$ cat src/rtl/mult_arb_pkg.sv
// Shared types and helpers for the multiplier-sharing arbiter.
package mult_arb_pkg;

  typedef enum logic [1:0] {
    ST_IDLE  = 2'd0,
    ST_RUN   = 2'd1,
    ST_DRAIN = 2'd2
  } state_e;

  localparam int STAT_W = 16;

  // A single requester still needs a 1-bit ID field.
  function automatic int id_width(input int n);
    return (n <= 2) ? 1 : $clog2(n);
  endfunction

endpackage

$ cat src/rtl/rr_arbiter.sv
// Combinational round-robin pick: first request at or after ptr, wrapping.
module rr_arbiter #(
  parameter int NUM_REQ = 4,
  parameter int ID_W    = 2
) (
  input  logic [NUM_REQ-1:0] req,
  input  logic [ID_W-1:0]    ptr,
  output logic [NUM_REQ-1:0] gnt,
  output logic [ID_W-1:0]    gnt_idx,
  output logic               gnt_any
);

  logic [NUM_REQ-1:0] req_hi;
  logic [NUM_REQ-1:0] sel;

  always_comb begin
    req_hi = '0;
    for (int i = 0; i < NUM_REQ; i++) req_hi[i] = req[i] && (ID_W'(i) >= ptr);
    // Nothing at/after the pointer means the search wraps to the lowest index.
    sel = (|req_hi) ? req_hi : req;
    gnt_idx = '0;
    for (int i = NUM_REQ - 1; i >= 0; i--) if (sel[i]) gnt_idx = ID_W'(i);
    gnt_any = |req;
    gnt = gnt_any ? (NUM_REQ'(1) << gnt_idx) : '0;
  end

endmodule

$ cat src/rtl/mult_share_arb.sv
// Shares one pipelined multiplier among NUM_REQ requesters, tagging results by ID.
// Optional grant counters enabled with `define MULT_ARB_STATS_EN.
module mult_share_arb
  import mult_arb_pkg::*;
#(
  parameter int NUM_REQ = 4,
  parameter int W1      = 8,
  parameter int W2      = 8,
  parameter int MUL_LAT = 2,
  parameter int ID_W    = id_width(NUM_REQ)
) (
  input  logic                      sys_clk,
  input  logic                      sys_rst,
  input  logic                      en,
  input  logic [NUM_REQ-1:0]        req_valid,
  output logic [NUM_REQ-1:0]        req_ready,
  input  logic [NUM_REQ*W1-1:0]     req_a,
  input  logic [NUM_REQ*W2-1:0]     req_b,
  output logic [W1-1:0]             mul_a,
  output logic [W2-1:0]             mul_b,
  output logic                      mul_en,
  input  logic [W1+W2-1:0]          mul_sum,
  output logic                      rsp_valid,
  output logic [ID_W-1:0]           rsp_id,
  output logic [W1+W2-1:0]          rsp_sum,
  output logic                      busy,
  output logic [NUM_REQ*STAT_W-1:0] stat_grants
);

  state_e                        state_q, state_d;
  logic [ID_W-1:0]               ptr_q, ptr_d;
  logic [W1-1:0]                 mul_a_q, mul_a_d;
  logic [W2-1:0]                 mul_b_q, mul_b_d;
  logic                          iss_vld_q, iss_vld_d;
  logic [ID_W-1:0]               iss_id_q, iss_id_d;
  logic [MUL_LAT-1:0]            tag_vld_q, tag_vld_d;
  logic [MUL_LAT-1:0][ID_W-1:0]  tag_id_q, tag_id_d;
  logic                          rsp_valid_q, rsp_valid_d;
  logic [ID_W-1:0]               rsp_id_q, rsp_id_d;
  logic [W1+W2-1:0]              rsp_sum_q, rsp_sum_d;

  logic [NUM_REQ-1:0] gnt;
  logic [ID_W-1:0]    gnt_idx;
  logic               gnt_any;
  logic               xfer;
  logic               pipe_busy;

  rr_arbiter #(.NUM_REQ(NUM_REQ), .ID_W(ID_W)) u_arb (
    .req     (req_valid),
    .ptr     (ptr_q),
    .gnt     (gnt),
    .gnt_idx (gnt_idx),
    .gnt_any (gnt_any)
  );

  // The issue stage counts as in flight so DRAIN never drops the multiplier enable early.
  assign pipe_busy = iss_vld_q | (|tag_vld_q);
  assign xfer      = (state_q == ST_RUN) && gnt_any;
  assign req_ready = (state_q == ST_RUN) ? gnt : '0;

  always_comb begin
    state_d = state_q;
    unique case (state_q)
      ST_IDLE:  if (en) state_d = ST_RUN;
      ST_RUN:   if (!en) state_d = ST_DRAIN;
      ST_DRAIN: if (en) state_d = ST_RUN;
                else if (!pipe_busy) state_d = ST_IDLE;
      default:  state_d = ST_IDLE;
    endcase
  end

  always_comb begin
    ptr_d     = ptr_q;
    mul_a_d   = mul_a_q;
    mul_b_d   = mul_b_q;
    iss_vld_d = xfer;
    iss_id_d  = iss_id_q;
    if (xfer) begin
      ptr_d    = (gnt_idx == ID_W'(NUM_REQ - 1)) ? '0 : gnt_idx + 1'b1;
      mul_a_d  = req_a[gnt_idx*W1 +: W1];
      mul_b_d  = req_b[gnt_idx*W2 +: W2];
      iss_id_d = gnt_idx;
    end
    tag_vld_d[0] = iss_vld_q;
    tag_id_d[0]  = iss_id_q;
    for (int i = 1; i < MUL_LAT; i++) begin
      tag_vld_d[i] = tag_vld_q[i-1];
      tag_id_d[i]  = tag_id_q[i-1];
    end
    rsp_valid_d = tag_vld_q[MUL_LAT-1];
    rsp_id_d    = rsp_id_q;
    rsp_sum_d   = rsp_sum_q;
    if (tag_vld_q[MUL_LAT-1]) begin
      rsp_id_d  = tag_id_q[MUL_LAT-1];
      rsp_sum_d = mul_sum;
    end
  end

  always_ff @(posedge sys_clk) begin
    if (sys_rst) begin
      state_q     <= ST_IDLE;
      ptr_q       <= '0;
      mul_a_q     <= '0;
      mul_b_q     <= '0;
      iss_vld_q   <= 1'b0;
      iss_id_q    <= '0;
      tag_vld_q   <= '0;
      tag_id_q    <= '0;
      rsp_valid_q <= 1'b0;
      rsp_id_q    <= '0;
      rsp_sum_q   <= '0;
    end else begin
      state_q     <= state_d;
      ptr_q       <= ptr_d;
      mul_a_q     <= mul_a_d;
      mul_b_q     <= mul_b_d;
      iss_vld_q   <= iss_vld_d;
      iss_id_q    <= iss_id_d;
      tag_vld_q   <= tag_vld_d;
      tag_id_q    <= tag_id_d;
      rsp_valid_q <= rsp_valid_d;
      rsp_id_q    <= rsp_id_d;
      rsp_sum_q   <= rsp_sum_d;
    end
  end

  assign mul_a     = mul_a_q;
  assign mul_b     = mul_b_q;
  assign mul_en    = (state_q != ST_IDLE);
  assign rsp_valid = rsp_valid_q;
  assign rsp_id    = rsp_id_q;
  assign rsp_sum   = rsp_sum_q;
  assign busy      = (state_q != ST_IDLE) | pipe_busy;

`ifdef MULT_ARB_STATS_EN
  logic [NUM_REQ-1:0][STAT_W-1:0] cnt_q, cnt_d;

  always_comb begin
    cnt_d = cnt_q;
    for (int i = 0; i < NUM_REQ; i++)
      if (xfer && gnt[i] && (cnt_q[i] != '1)) cnt_d[i] = cnt_q[i] + 1'b1;
  end

  always_ff @(posedge sys_clk) begin
    if (sys_rst) cnt_q <= '0;
    else         cnt_q <= cnt_d;
  end

  assign stat_grants = cnt_q;
`else
  assign stat_grants = '0;
`endif

endmodule
$ cat config.mk
export PLATFORM = sky130hd
export DESIGN_NAME = mult_share_arb
export DESIGN_NICKNAME = d
export VERILOG_FILES = /design/src/rtl/mult_arb_pkg.sv /design/src/rtl/rr_arbiter.sv /design/src/rtl/mult_share_arb.sv
export SDC_FILE = /design/constraint.sdc
export NUM_CORES = 1
export LEC_CHECK = 0
export CAP_MARGIN = 10
export CORE_MARGIN = 2
export CORE_UTILIZATION = 35
export CTS_CLUSTER_SIZE = 14
export DETAILED_ROUTE_END_ITERATION = 6
export GPL_TIMING_DRIVEN = 0
export PLACE_DENSITY = 0.81
export SETUP_SLACK_MARGIN = 0.1
export SLEW_MARGIN = 30
export SYNTH_ARGS = -nofsm -noshare
export SYNTH_HDL_FRONTEND = slang
export SYNTH_SLANG_ARGS = --single-unit
$ cat constraint.sdc
create_clock -name sys_clk -period 2.3 [get_ports sys_clk]
set_input_delay 0.46 -clock sys_clk [delete_from_list [all_inputs] [get_ports sys_clk]]
set_output_delay 0.46 -clock sys_clk [all_outputs]
set_load 0.1 [all_outputs]
# Yosys cells after proc, flatten, opt, wreduce, memory -nomap -nowiden

Index checks and enable logic that the tools add are counted.

Bits of input ports: 87
Output and inout bits: 105
Flip-flop bits (word level): 48
Logic and storage cells: 52

Add/sub/neg operators: 1
Reduce and logical (&&, ||, !) cells: 11
Multiplexer cells: 13
Bitwise logic cells: 2
Order comparisons: 4
Eq/ne operators: 6
Shift operators: 3

Operator list:

| kind                                                | number |
|---|---|
| variable part select 32 x 6 -> 8 bit                | 2 |
| two-way mux 2 bit                                   | 9 |
| two-way mux 4 bit                                   | 3 |
| OR reduction 4 bit                                  | 2 |
| one-hot mux 2 bit (3 select lines)                  | 1 |
| logical AND 1 bit                                   | 5 |
| equality test 2 bit, second input constant          | 2 |
| >= comparator 1 x 2 -> 1 bit, first input constant  | 2 |
| >= comparator 2 bit, first input constant           | 2 |
| inequality test 2 bit, second input constant        | 2 |
| left shift 1 x 2 -> 4 bit, first input constant     | 1 |
| inequality test 3 bit, second input constant        | 1 |
| AND reduction 3 bit                                 | 1 |
| adder 2 x 1 -> 2 bit, second input constant         | 1 |
| equality test 2 x 1 -> 1 bit, second input constant | 1 |
| logical NOT 2 bit                                   | 1 |
| bitwise OR 1 bit                                    | 2 |
| nonzero test 2 bit                                  | 1 |
| OR reduction 2 bit                                  | 1 |

# Longest topological paths before layout

Gate-level depths: netlist of run 1.

Word-level depth: 11
Depth in mapped cells: 9
Depth with buffers taken out: 7

# Hierarchy

From an unflattened synthesis of run 1, not the netlist that was laid out.

Cells, all modules: 255
Area, all modules: 2,707.6 sq um

By module, submodules not included:

| module         | instances | area an instance (sq um) | cells each | seq. area each (sq um) |
|---|---|---|---|---|
| mult_share_arb | 1         | 2,519.9                  | 224        | 960.9 |
| rr_arbiter     | 1         | 187.7                    | 31         | 0.0 |

# Worst setup path after synthesis of run 1

No wires, ideal clock.

Path type: input to output
From: input port req_valid[2]
To: output port req_ready[2]
Stages: 6
Arrival: 3.243 ns
Path slack: -1.403 ns
Buffers on the path: 2
Data required time: 1.840 ns
Cells stage by stage: nor2b_1 o32a_1 buf_6 buf_6 inv_1 nor3_1

Longest elaborated chain between the ends: 10
Elaborated cells on any way between the ends: 11
Classes of those cells: 1 x shift; 7 x mux; 3 x reduce/logical

RTL lines:

| item                            | RTL line             | RTL |
|---|---|---|
| start, declared                 | mult_share_arb.sv:15 | `input logic [NUM_REQ-1:0] req_valid,` |
| logical AND 1 bit               | rr_arbiter.sv:18     | `for (int i = 0; i < NUM_REQ; i++) req_hi[i] = req[i] && (ID_W'(i) >= ptr);` |
| OR reduction 4 bit              | rr_arbiter.sv:20     | `sel = (\|req_hi) ? req_hi : req;` |
| two-way mux 4 bit               | rr_arbiter.sv:20     |  |
| two-way mux 2 bit (4 in series) | rr_arbiter.sv:22     | `for (int i = NUM_REQ - 1; i >= 0; i--) if (sel[i]) gnt_idx = ID_W'(i);` |
| left shift 1 x 2 -> 4 bit       | rr_arbiter.sv:24     | `gnt = gnt_any ? (NUM_REQ'(1) << gnt_idx) : '0;` |
| two-way mux 4 bit *             | rr_arbiter.sv:24     |  |
| two-way mux 4 bit *             | mult_share_arb.sv:59 | `assign req_ready = (state_q == ST_RUN) ? gnt : '0;` |
| end, declared                   | mult_share_arb.sv:16 | `output logic [NUM_REQ-1:0] req_ready,` |

Every way passes the cells marked *; elsewhere a longest branch is shown, timed or not.

# Final worst setup path of run 1

From: input port req_valid[1]
To: output port req_ready[0]

Same word-level chain as after synthesis.

==> flow_summary.json, run 1 <==
{
  "cp.required_ns": 1.84,
  "use_met2": 0.302,
  "regToRegSetupSlack_ns": 0.52,
  "rows": 31,
  "finish.net_count": 572,
  "initial_core_util": 0.364,
  "stdcell_area_sq_um": 4500,
  "coreArea_sq_um": 7290,
  "worstSetupEndpoint": "req_ready[0]",
  "yosysSeqAreaShare": 0.362,
  "synth_cell_types": 29,
  "cts_tree": "done",
  "dieArea_sq_um": 8300,
  "avgSynthCellArea_sq_um": 9.42,
  "root_buffer": "clkbuf_8",
  "drv_cap": 0,
  "synth_top_flop_cell": "dfxtp_1",
  "grt_use_met1": 0.170,
  "drt_iter0_drc": 72,
  "overflow": 0,
  "yosysWarnings": 0,
  "powerDensity_nw_per_um2": 610,
  "synth_cells": 282,
  "status": "complete, no violations",
  "clock_sinks": 48,
  "holdWs_ns": 0.451,
  "fin_crit_ns": 2.23,
  "fill_cells": 630,
  "wl_per_cell_microns": 11.7,
  "grt_pass1_vias": 2430,
  "r2r-end": "mul_a[7]$_SDFFE_PP0P_",
  "h-tree-depth": 2,
  "clock_latency_ns": 0.30,
  "reg2reg_depth": 8,
  "postRouteAntennaNets": 0,
  "arrival_ns": 1.77,
  "critPathLaunchType": "input port",
  "synth_most_common_cell": "buf_4",
  "vias_per_cell": 4.14,
  "grtUsageMet3": 0.0647,
  "clock.fmax_mhz": 448,
  "grt_max_degree": 17,
  "antenna_cells": 0,
  "antenna_found_initial": 0,
  "ios": 192,
  "grt_pass1_wl_mm": 11.1,
  "synthTopCellsByCount": "buf_4 (64), mux2i_1 (52), dfxtp_1 (48)",
  "ir_drop_mv": 0.274,
  "dieHeight_microns": 91.1,
  "finalHoldViolCount": 0,
  "yosys-top-cells-area": "dfxtp_1 (36%), mux2i_1 (20%), buf_4 (18%)",
  "slew_viol_final": 0,
  "io_buffers": 127,
  "globalplace.congestion": 0.727,
  "crit_start": "req_valid[1]",
  "dp_cells": 571,
  "path_clk_slew_ns": 0.09,
  "synth_area_sq_um": 2660,
  "area_growth_syn_to_layout_pct": 69.6,
  "ys_async_sr_fraction": 0,
  "grt_busiest_layer": "met2",
  "critPathKind": "in2out",
  "reg2reg_from": "ptr_q[1]$_SDFFE_PP0P_",
  "fin_tns_setup_ns": 0,
  "rsz0062_at_grt": "true",
  "track_usage": 0.164,
  "cts_buffer_depth": 2,
  "ys_seq_elements": 48,
  "final_layout_size_suffix_gt1_frac": 0.233,
  "wl_mm": 6.81,
  "cts_made_buffers": 5,
  "drc": 0,
  "cellLeakagePower_nw": 2.14,
  "yosys.area.top_type": "dfxtp_1",
  "slew_headroom": 0.345,
  "hpwlAfterDp_mm": 5.51,
  "placed_cell_area_sq_um": 4340,
  "hold_depth": 1,
  "first_pass_iters": 6,
  "min_period_over_period": 0.970,
  "cp-end-kind": "output port",
  "stdcell_count": 584,
  "finalSetupViolCount": 0,
  "yosysTopAreaCellShare": 0.362,
  "die_w_microns": 91.1,
  "dr_total_vias": 2416,
  "cp_max_fo": 6,
  "hp-class": "reg2reg",
  "synth-edff-count": 0,
  "finClkSkew_ns": 0.00758,
  "tightest_slew_ns": 0.987
}
through the flow:
| stage | total power, mW | setup WS [ns] | util |
|---|---|---|---|
| floorplan | 1.88 | -0.107 | - |
| global placement | 2.13 | -1.53 | 0.595 |
| detailed placement | 2.14 | -1.57 | 0.595 |
| CTS | 2.76 | -0.0836 | 0.618 |
| global route | 2.86 | 0.0226 | 0.618 |
| finish | 2.75 | 0.0699 | 0.618 |
flip-flops by register name, summed over array words and instances, names as in the netlist:
signal,flops
mul_a,8
rsp_valid,1
ptr_q,2
iss_id_q,2
state_q,2
tag_id_d,2
iss_vld_q,1
mul_b,8
rsp_id,2
rsp_sum,16
tag_id_q,2
tag_vld_q,2
timing repair:
action | CTS | global route
resized for setup | 99 | 6
buffers inserted | 5 | 1
setup endpoints to repair | 53 | 4
hold buffers | 0 | 0
pin swaps | 5 | 2
endpoints found under the hold margin | 0 | 0
kinds of logic after synthesis:
family | synth area share
buffers and inverters | 0.228
AND/OR/NAND/NOR | 0.120
multiplexers | 0.196
flip-flops | 0.362
AO/OA/AOI/OAI | 0.0881
adder cells (fa/ha/maj) | 0.00471
other | 0.00141
worst max-delay path: stages:
cell	delay, ns
buf_4	0.14
inv_1	0.07
and3_1	0.18
o32a_1	0.30
buf_6	0.14
inv_8	0.05
ha_4	0.12
inv_4	0.03
nor2_4	0.09
buf_12	0.18
routing by layer:
| layer | part of all wire | vias to the layer above |
|---|---|---|
| met2 | 0.51 | 136 |
| met1 | 0.36 | 1035 |
| met4 | 0.017 | 0 |
| met3 | 0.11 | 12 |
| met5 | 0 | - |
| li1 | - | 1233 |
where the power goes:
group | leakage [nW] | internal, mW | switching (mW)
combinational | 1.69 | 0.365 | 0.884
sequential | 0.391 | 0.866 | 0.0186
clock | 0.0583 | 0.327 | 0.286
total | 2.14 | 1.56 | 1.19
area by class of cell:
| class | count | area (sq um) | share of cell area |
|---|---|---|---|
| flip-flops and latches | 48 | 966 | 0.214 |
| multi-input cells | 214 | 1400 | 0.310 |
| repair buffers | 133 | 1290 | 0.287 |
| clock buffers | 5 | 68.8 | 0.0153 |
| plain buffers | 77 | 577 | 0.128 |
| clock inverters | 3 | 47.5 | 0.0106 |
| inverters | 5 | 28.8 | 0.00639 |
| well taps | 99 | 124 | 0.0275 |
how the worst min path moves through the flow:
stage	start	end	slack, ns
after floorplan	tag_id_d[2]$_SDFF_PP0_	tag_id_q[2]$_SDFF_PP0_	0.41
after global placement	tag_id_d[2]$_SDFF_PP0_	tag_id_q[2]$_SDFF_PP0_	0.43
after detailed placement	tag_id_d[2]$_SDFF_PP0_	tag_id_q[2]$_SDFF_PP0_	0.43
after CTS	tag_id_d[2]$_SDFF_PP0_	tag_id_q[2]$_SDFF_PP0_	0.45
after global routing	tag_id_d[2]$_SDFF_PP0_	tag_id_q[2]$_SDFF_PP0_	0.47
final	tag_id_d[3]$_SDFF_PP0_	tag_id_q[3]$_SDFF_PP0_	0.45
layout by cell type (no fill, tap or decap), types with 2 or more instances in the layout:
master and instances:
inv_1 3, o221ai_1 16, nor2b_1 10, dfxtp_1 46, clkbuf_8 5, mux2i_1 52
nor2_1 23, conb_1 64, buf_4 71, nor3_1 2, a21oi_1 6, clkbuf_1 3
nand2_1 19, buf_6 4, clkinv_4 2, buf_2 7, clkdlybuf4s50_1 82, dlygate4sd2_1 36
nand2b_1 3, nor2_4 3, buf_12 4
(Power assumes the default switching activity.)
==> run 2: changes to the inputs <==
==> constraint.sdc (replaced) <==
create_clock -name sys_clk -period 2.3 [get_ports sys_clk]
set_input_delay 0.46 -clock sys_clk [delete_from_list [all_inputs] [get_ports sys_clk]]
set_output_delay 0.46 -clock sys_clk [all_outputs]
set_load 0.005 [all_outputs]
==> flow_summary.json, run 2 (synthesis gave the netlist of run 1 again) <==
{
  "root_buffer": "clkbuf_8",
  "globalplace.congestion": 0.791,
  "slew_viol_final": 0,
  "dieArea_sq_um": 8300,
  "drc": 0,
  "cp.required_ns": 1.84,
  "die_w_microns": 91.1,
  "h-tree-depth": 2,
  "grt_max_degree": 14,
  "finalHoldViolCount": 0,
  "hold_start": "tag_id_d[2]$_SDFF_PP0_",
  "r2r-end": "mul_a[2]$_SDFFE_PP0P_",
  "critPathLaunchType": "input port",
  "hp-class": "reg2reg",
  "final_layout_size_suffix_gt1_frac": 0.212,
  "dieHeight_microns": 91.1,
  "hold_buffers": 0,
  "rsz0062_at_grt": "false",
  "clock.fmax_mhz": 471,
  "reg2reg_depth": 7,
  "clock_latency_ns": 0.29,
  "path_cells": "buf_4 -> inv_1 -> and3_1 -> o32a_1 -> buf_6 -> clkinv_8 -> ha_4 -> inv_1 -> nor2_1 -> buf_2",
  "cellLeakagePower_nw": 1.95,
  "track_usage": 0.163,
  "fill_cells": 610,
  "cts_tree": "done",
  "cts_buffer_depth": 2,
  "arrival_ns": 1.66,
  "setup_slack_ns": 0.176,
  "grt_pass1_vias": 2356,
  "coreArea_sq_um": 7290,
  "status": "complete, no violations",
  "drv_cap": 0,
  "stdcell_area_sq_um": 4430,
  "fin_crit_ns": 2.12,
  "first_pass_iters": 4,
  "io_buffers": 127,
  "postRouteAntennaNets": 0,
  "wl_per_cell_microns": 11.9,
  "max_stage_delay_ns": 0.30,
  "fin_tns_setup_ns": 0,
  "min_to": "tag_id_q[2]$_SDFF_PP0_",
  "ios": 192,
  "finalSetupViolCount": 0,
  "regToRegSetupSlack_ns": 0.55,
  "rows": 31,
  "powerDensity_nw_per_um2": 460,
  "area_growth_syn_to_layout_pct": 66.9,
  "ir_drop_mv": 0.388,
  "antenna_cells": 0,
  "largest_reg_flops": 16,
  "cp-end-kind": "output port",
  "hpwlAfterDp_mm": 5.54,
  "reg2reg_from": "state_q[1]$_SDFFE_PP0P_",
  "dp_slack_ns": -1.01,
  "grt_pass1_wl_mm": 11.1,
  "hold_depth": 1,
  "placed_cell_area_sq_um": 4290,
  "dr_total_vias": 2465,
  "layout_commonest_cell": "clkdlybuf4s50_1",
  "clock_sinks": 48,
  "finish.net_count": 571,
  "initial_core_util": 0.364,
  "overflow": 0,
  "cts_made_buffers": 5,
  "mostFrequentLayoutCells": "clkdlybuf4s50_1 (119), buf_4 (70), conb_1 (64)",
  "vias_per_cell": 4.24,
  "holdWs_ns": 0.439,
  "crit_slowest_cell": "o32a_1",
  "wl_mm": 6.92,
  "path_clk_slew_ns": 0.08,
  "cp_max_fo": 6,
  "min_period_over_period": 0.924,
  "critPathKind": "in2out",
  "antenna_found_initial": 0,
  "drt_iter0_drc": 60,
  "finClkSkew_ns": 0.00376,
  "cp_common_cell": "inv_1"
}
run 2: changes by cell type in the layout (fill, tap and decap cells not counted), sizes merged:
cell | previous run | this run
clkdlybuf4s50 | 82 | 119
dlygate4sd2 | 36 | 1
buf | 87 | 84
clkinv | 2 | 1
inv | 5 | 4
run 2: worst max-delay path by stage:
stage / startpoint / to / slack, ns / cells after the start
finish: req_valid[1] / req_ready[0] / 0.18 / 10
global route: ptr_q[1]$_SDFFE_PP0P_ / req_ready[0] / 0.10 / 9
CTS: ptr_q[1]$_SDFFE_PP0P_ / req_ready[0] / -0.04 / 10
detailed placement: req_valid[1] / req_ready[0] / -1.01 / 11
global placement: req_valid[1] / req_ready[0] / -0.99 / 11
floorplan: req_valid[0] / req_ready[0] / 0.25 / 9
run 2: report_power, final:
part / total, mW / internal (mW) / switching, mW / leakage (nW)
combinational: 0.581 / 0.363 / 0.218 / 1.51
clock: 0.576 / 0.312 / 0.263 / 0.0501
sequential: 0.884 / 0.866 / 0.0185 / 0.391
run 2: critical path, delay by kind of cell:
kind                       cells  cell delay [ns]
and+or+nand+nor                2             0.26
buffers and inverters          6             0.52
adders and majority gates      1             0.10
AOI/OAI and AO/OA              1             0.30
run 2: area by class of cell:
type	count	area, sq um	share of cell area
Multi-Input combinational cell	214	1360	0.306
Timing Repair Buffer	132	1280	0.289
Tap cell	99	124	0.0279
Sequential cell	48	966	0.218
Clock inverter	1	30.0	0.00677
Clock buffer	5	68.8	0.0155
Buffer	77	577	0.130
Inverter	5	31.3	0.00705
run 2: timing repair:
item                       in CTS  in global routing
setup endpoints to repair      15                  2
pin swaps                       3                  3
gates resized for setup        41                  7
setup buffers                   5                  0
run 2: layer usage:
metal  routed length [microns]  part of all wire  vias up  GRT usage
li1                          -                 -     1234          -
met2                      3510              0.51      129      0.302
met1                      2590              0.37     1095      0.176
met4                        68            0.0098        0     0.0328
met3                       751              0.11        7     0.0622
met5                         0                 0        -          0
run 2: through the flow:
step                power (mW)  std cells   util
floorplan                 1.20        345      -
detailed placement        1.46        571  0.588
global route              2.15        581  0.608
finish                    2.04        581  0.608
global placement          1.45        571  0.588
CTS                       2.06        582  0.607
==> run 3: changes to the inputs <==
--- a/config.mk
+++ b/config.mk
@@ -12,6 +12,7 @@
 export DETAILED_ROUTE_END_ITERATION = 6
 export GPL_TIMING_DRIVEN = 0
 export PLACE_DENSITY = 0.81
+export REMOVE_ABC_BUFFERS = 1
 export SETUP_SLACK_MARGIN = 0.1
 export SLEW_MARGIN = 30
 export SYNTH_ARGS = -nofsm -noshare
==> flow_summary.json, run 3 (synthesis gave the netlist of run 1 again) <==
{
  "status": "complete, no violations",
  "hpwlAfterDp_mm": 4.91,
  "wl_mm": 6.34,
  "cellLeakagePower_nw": 1.58,
  "area_growth_syn_to_layout_pct": 47.5,
  "cts_buffer_depth": 2,
  "crit_slowest_cell": "or2_4",
  "critPathLaunchType": "input port",
  "path_delay_family": "simple AND/OR/NAND/NOR gates",
  "hp-class": "reg2reg",
  "track_usage": 0.149,
  "io_buffers": 127,
  "cp-end-kind": "output port",
  "grt_max_degree": 34,
  "coreArea_sq_um": 7290,
  "p_int_mw": 1.48,
  "cts_tree": "done",
  "p_seq_frac": 0.447,
  "cp.required_ns": 1.84,
  "final_core_util": 0.537,
  "drv_cap": 0,
  "power_mw": 1.98,
  "antenna_found_initial": 0,
  "fin_crit_ns": 2.14,
  "initial_core_util": 0.364,
  "critPathKind": "in2out",
  "clock_sinks": 48,
  "slew_headroom": 0.540,
  "overflow": 0,
  "tightest_slew_ns": 0.687,
  "largest_reg_flops": 16,
  "cp_max_fo": 4,
  "ir_drop_mv": 0.252,
  "p_sw_mw": 0.504,
  "dr_total_vias": 2222,
  "powerDensity_nw_per_um2": 506,
  "finish.net_count": 497,
  "arrival_ns": 1.68,
  "max_stage_delay_ns": 0.28,
  "wl_per_cell_microns": 12.5,
  "dieArea_sq_um": 8300,
  "switching_share": 0.254,
  "path_cells": "buf_2 -> nor2b_2 -> a21oi_2 -> o221ai_2 -> or2_4 -> nor2_1 -> clkdlybuf4s15_2",
  "grt_pass1_wl_mm": 10.1,
  "h-tree-depth": 2,
  "p_comb_frac": 0.241,
  "fill_cells": 649,
  "ios": 192,
  "dieHeight_microns": 91.1,
  "grt_pass1_vias": 2170,
  "clock_latency_ns": 0.30,
  "antenna_cells": 0,
  "finalSetupViolCount": 0,
  "clock.fmax_mhz": 467,
  "finalHoldViolCount": 0,
  "drc": 0,
  "path_buf_inv": 2,
  "globalplace.congestion": 0.737,
  "rsz0062_at_grt": "true",
  "slew_viol_final": 0,
  "rows": 31,
  "holdWs_ns": 0.443,
  "layout_commonest_cell": "clkdlybuf4s50_1",
  "min_period_over_period": 0.932,
  "path_clk_slew_ns": 0.09,
  "drt_iter0_drc": 73,
  "root_buffer": "clkbuf_8",
  "finClkSkew_ns": 0.00504,
  "postRouteAntennaNets": 0,
  "final_layout_size_suffix_gt1_frac": 0.100,
  "power.clock.fraction": 0.312,
  "mostFrequentLayoutCells": "clkdlybuf4s50_1 (118), conb_1 (64), mux2i_1 (52)",
  "first_pass_iters": 4,
  "cts_made_buffers": 5,
  "vias_per_cell": 4.37,
  "die_w_microns": 91.1
}
## run 3: cell type report
| class | instances | area (sq um) | area share |
|---|---|---|---|
| multi-input cells | 214 | 1380 | 0.351 |
| repair buffers | 135 | 1310 | 0.335 |
| flip-flops and latches | 48 | 970 | 0.247 |
| well taps | 99 | 124 | 0.0316 |
| clock buffers | 5 | 68.8 | 0.0176 |
| clock inverters | 3 | 47.5 | 0.0121 |
| inverters | 5 | 21.3 | 0.00543 |
## run 3: worst paths after layout
kind	cells after the start	endpoint	start	slack, ns
setup reg to reg	8	mul_b[5]$_SDFFE_PP0P_	ptr_q[1]$_SDFFE_PP0P_	0.38
hold / removal	1	tag_id_q[2]$_SDFF_PP0_	tag_id_d[2]$_SDFF_PP0_	0.44
hold reg to reg	1	tag_id_q[2]$_SDFF_PP0_	tag_id_d[2]$_SDFF_PP0_	0.44
setup / recovery	7	req_ready[1]	req_valid[0]	0.16
## run 3: per-stage QoR
stage                     setup TNS, ns  setup slack (ns)  cells  area (sq um)
after floorplan                   -4.07            -0.585    267          2300
after global placement           -26.33             -2.02    493          3700
after detailed placement          -9.40            -0.928    494          3720
after CTS                             0             0.113    508          3910
after global routing                  0            0.0996    509          3920
final                                 0             0.157    509          3920
## run 3: repair_timing
| item | 4_1_cts | 5_1_grt |
|---|---|---|
| buffers inserted | 6 | 1 |
| pin swaps | 3 | 2 |
| hold buffers | 0 | 0 |
| endpoints found under the setup margin | 21 | 3 |
| resized for setup | 37 | 7 |
## run 3: routing by layer
layer | global-route usage | vias up | wire (microns) | part of all wire
li1 | - | 1080 | - | -
met1 | 0.163 | 985 | 2380 | 0.38
met2 | 0.257 | 143 | 3090 | 0.49
met3 | 0.0631 | 14 | 736 | 0.12
met4 | 0.0568 | 0 | 129 | 0.020
met5 | 0 | - | 0 | 0
## run 3: worst register-to-register path: stages, from the launching register on
cell      delay (ns)
dfxtp_4         0.36
nand2_1         0.05
and3_4          0.17
o32a_4          0.33
buf_4           0.14
buf_4           0.18
buf_12          0.19
mux2i_1         0.19
o221ai_1        0.16
## run 3: power by group through the flow
stage | Sequential (mW) | Clock, mW | Combinational (mW)
finish | 0.887 | 0.619 | 0.477
floorplan | 0.906 | 0 | 0.186
CTS | 0.887 | 0.642 | 0.473
global placement | 0.906 | 0 | 0.438
global route | 0.891 | 0.676 | 0.522
detailed placement | 0.909 | 0 | 0.451
==> RTL change, RTL diff (flow settings as in run 1) <==
`MUL_LAT`: 2 -> 4.
--- a/src/rtl/mult_share_arb.sv
+++ b/src/rtl/mult_share_arb.sv
@@ -6,7 +6,7 @@
   parameter int NUM_REQ = 4,
   parameter int W1      = 8,
   parameter int W2      = 8,
-  parameter int MUL_LAT = 2,
+  parameter int MUL_LAT = 4,
   parameter int ID_W    = id_width(NUM_REQ)
 ) (
   input  logic                      sys_clk,
Behaviour: not the same (Yosys sat finds a counterexample within 10 cycles, from zero or initial values and one cycle with sys_rst high).
==> RTL change against run 1 <==
Sequential cell count increased by 6. Area after synthesis is 5.9% higher. Power up 3.1%. Clock skew decreased by 0.0010 ns. Synthesized cell count rose by 5.0%. Worst setup slack got worse by 0.069 ns. Routed wire length up 2.8%. Global-route usage decreased by 1.1 points. Cell area grew 4.4%. Cell count rose by 3.4%. Fmax decreased by 3.0%. Critical endpoint unchanged. Largest cell class unchanged. Highest routed layer unchanged.
==> RTL change: results (changes against run 1) <==
Initial DRC count: 54 (-25%)
Fillers: 673 (+6.8%)
Hold WS: 0.442 ns (-0.00922 ns)
Die Wd: 93.7 um (+2.8%)
Status: finished clean
Mux contribution to synthesized area: 0.178 (-0.0181)
Leakage: 2.20 nW (+2.5%)
Critical Path AT: 1.84 ns (+0.07 ns)
Largest stage delay on the critical path: 0.37 ns (+0.07 ns)
Seq pwr: 0.000985 W (+11%)
Reg2reg end: mul_a[0]
Pre-CTS setup slack: -1.60 ns (-0.0355 ns)
Post-synthesis sequential area ratio: 0.384 (+0.0224)
Comb pwr share: 0.434 (-0.021)
Worst-path fanout max: 7 (+1)
Pre-Repair DR Iteration Count: 4 (-2)
First-pass GRT wire length: 10800 um (-2.4%)
Fraction of layout cells with a size suffix above 1: 0.229 (-0.00391)
Post-CTS Setup Bufs: 7 (+2)
Worst clock skew: 0.00655 ns (-0.00103 ns)
WL/cell: 11.6 um (-0.56%)
VDD IR max: 0.000260 V (-5.4%)
Non-filler cells, final: 604 (+3.4%)
Internal power: 0.00166 W (+6.3%)
FMAX: 0.435 GHz (-3.0%)
R2r setup slk: 0.34 ns (-0.18 ns)
Placed cell area: 4510 sq um (+4.0%)
Fraction of the mapped netlist area in adder cells: 0.00445 (-0.000264)
==> RTL change: layout make-up <==
class / count / area, sq um / area share
buffer: 77 / 564 / 0.120
inverter: 4 / 22.5 / 0.00479
timing repair buffer: 136 / 1320 / 0.281
sequential: 54 / 1090 / 0.231
tap: 102 / 128 / 0.0271
clock inverter: 2 / 37.5 / 0.00799
clock buffer: 6 / 72.6 / 0.0154
multi-input combinational: 223 / 1470 / 0.312
==> RTL change: per-layer routing <==
layer,track usage,part of all wire,vias to the layer above
met2,0.285,0.51,135
met4,0.0447,0.013,0
met1,0.156,0.36,1138
li1,-,-,1284
met5,0,0,-
met3,0.0578,0.11,11
==> RTL change: worst min path at each step <==
stage	depth (start not counted)	end	from
after floorplan	1	tag_id_d[4]	tag_id_d[2]
after global placement	1	tag_id_d[5]	tag_id_d[3]
after detailed placement	1	tag_id_d[5]	tag_id_d[3]
after CTS	1	tag_id_d[5]	tag_id_d[3]
after global routing	1	tag_id_d[6]	tag_id_d[4]
final	1	tag_id_d[5]	tag_id_d[3]
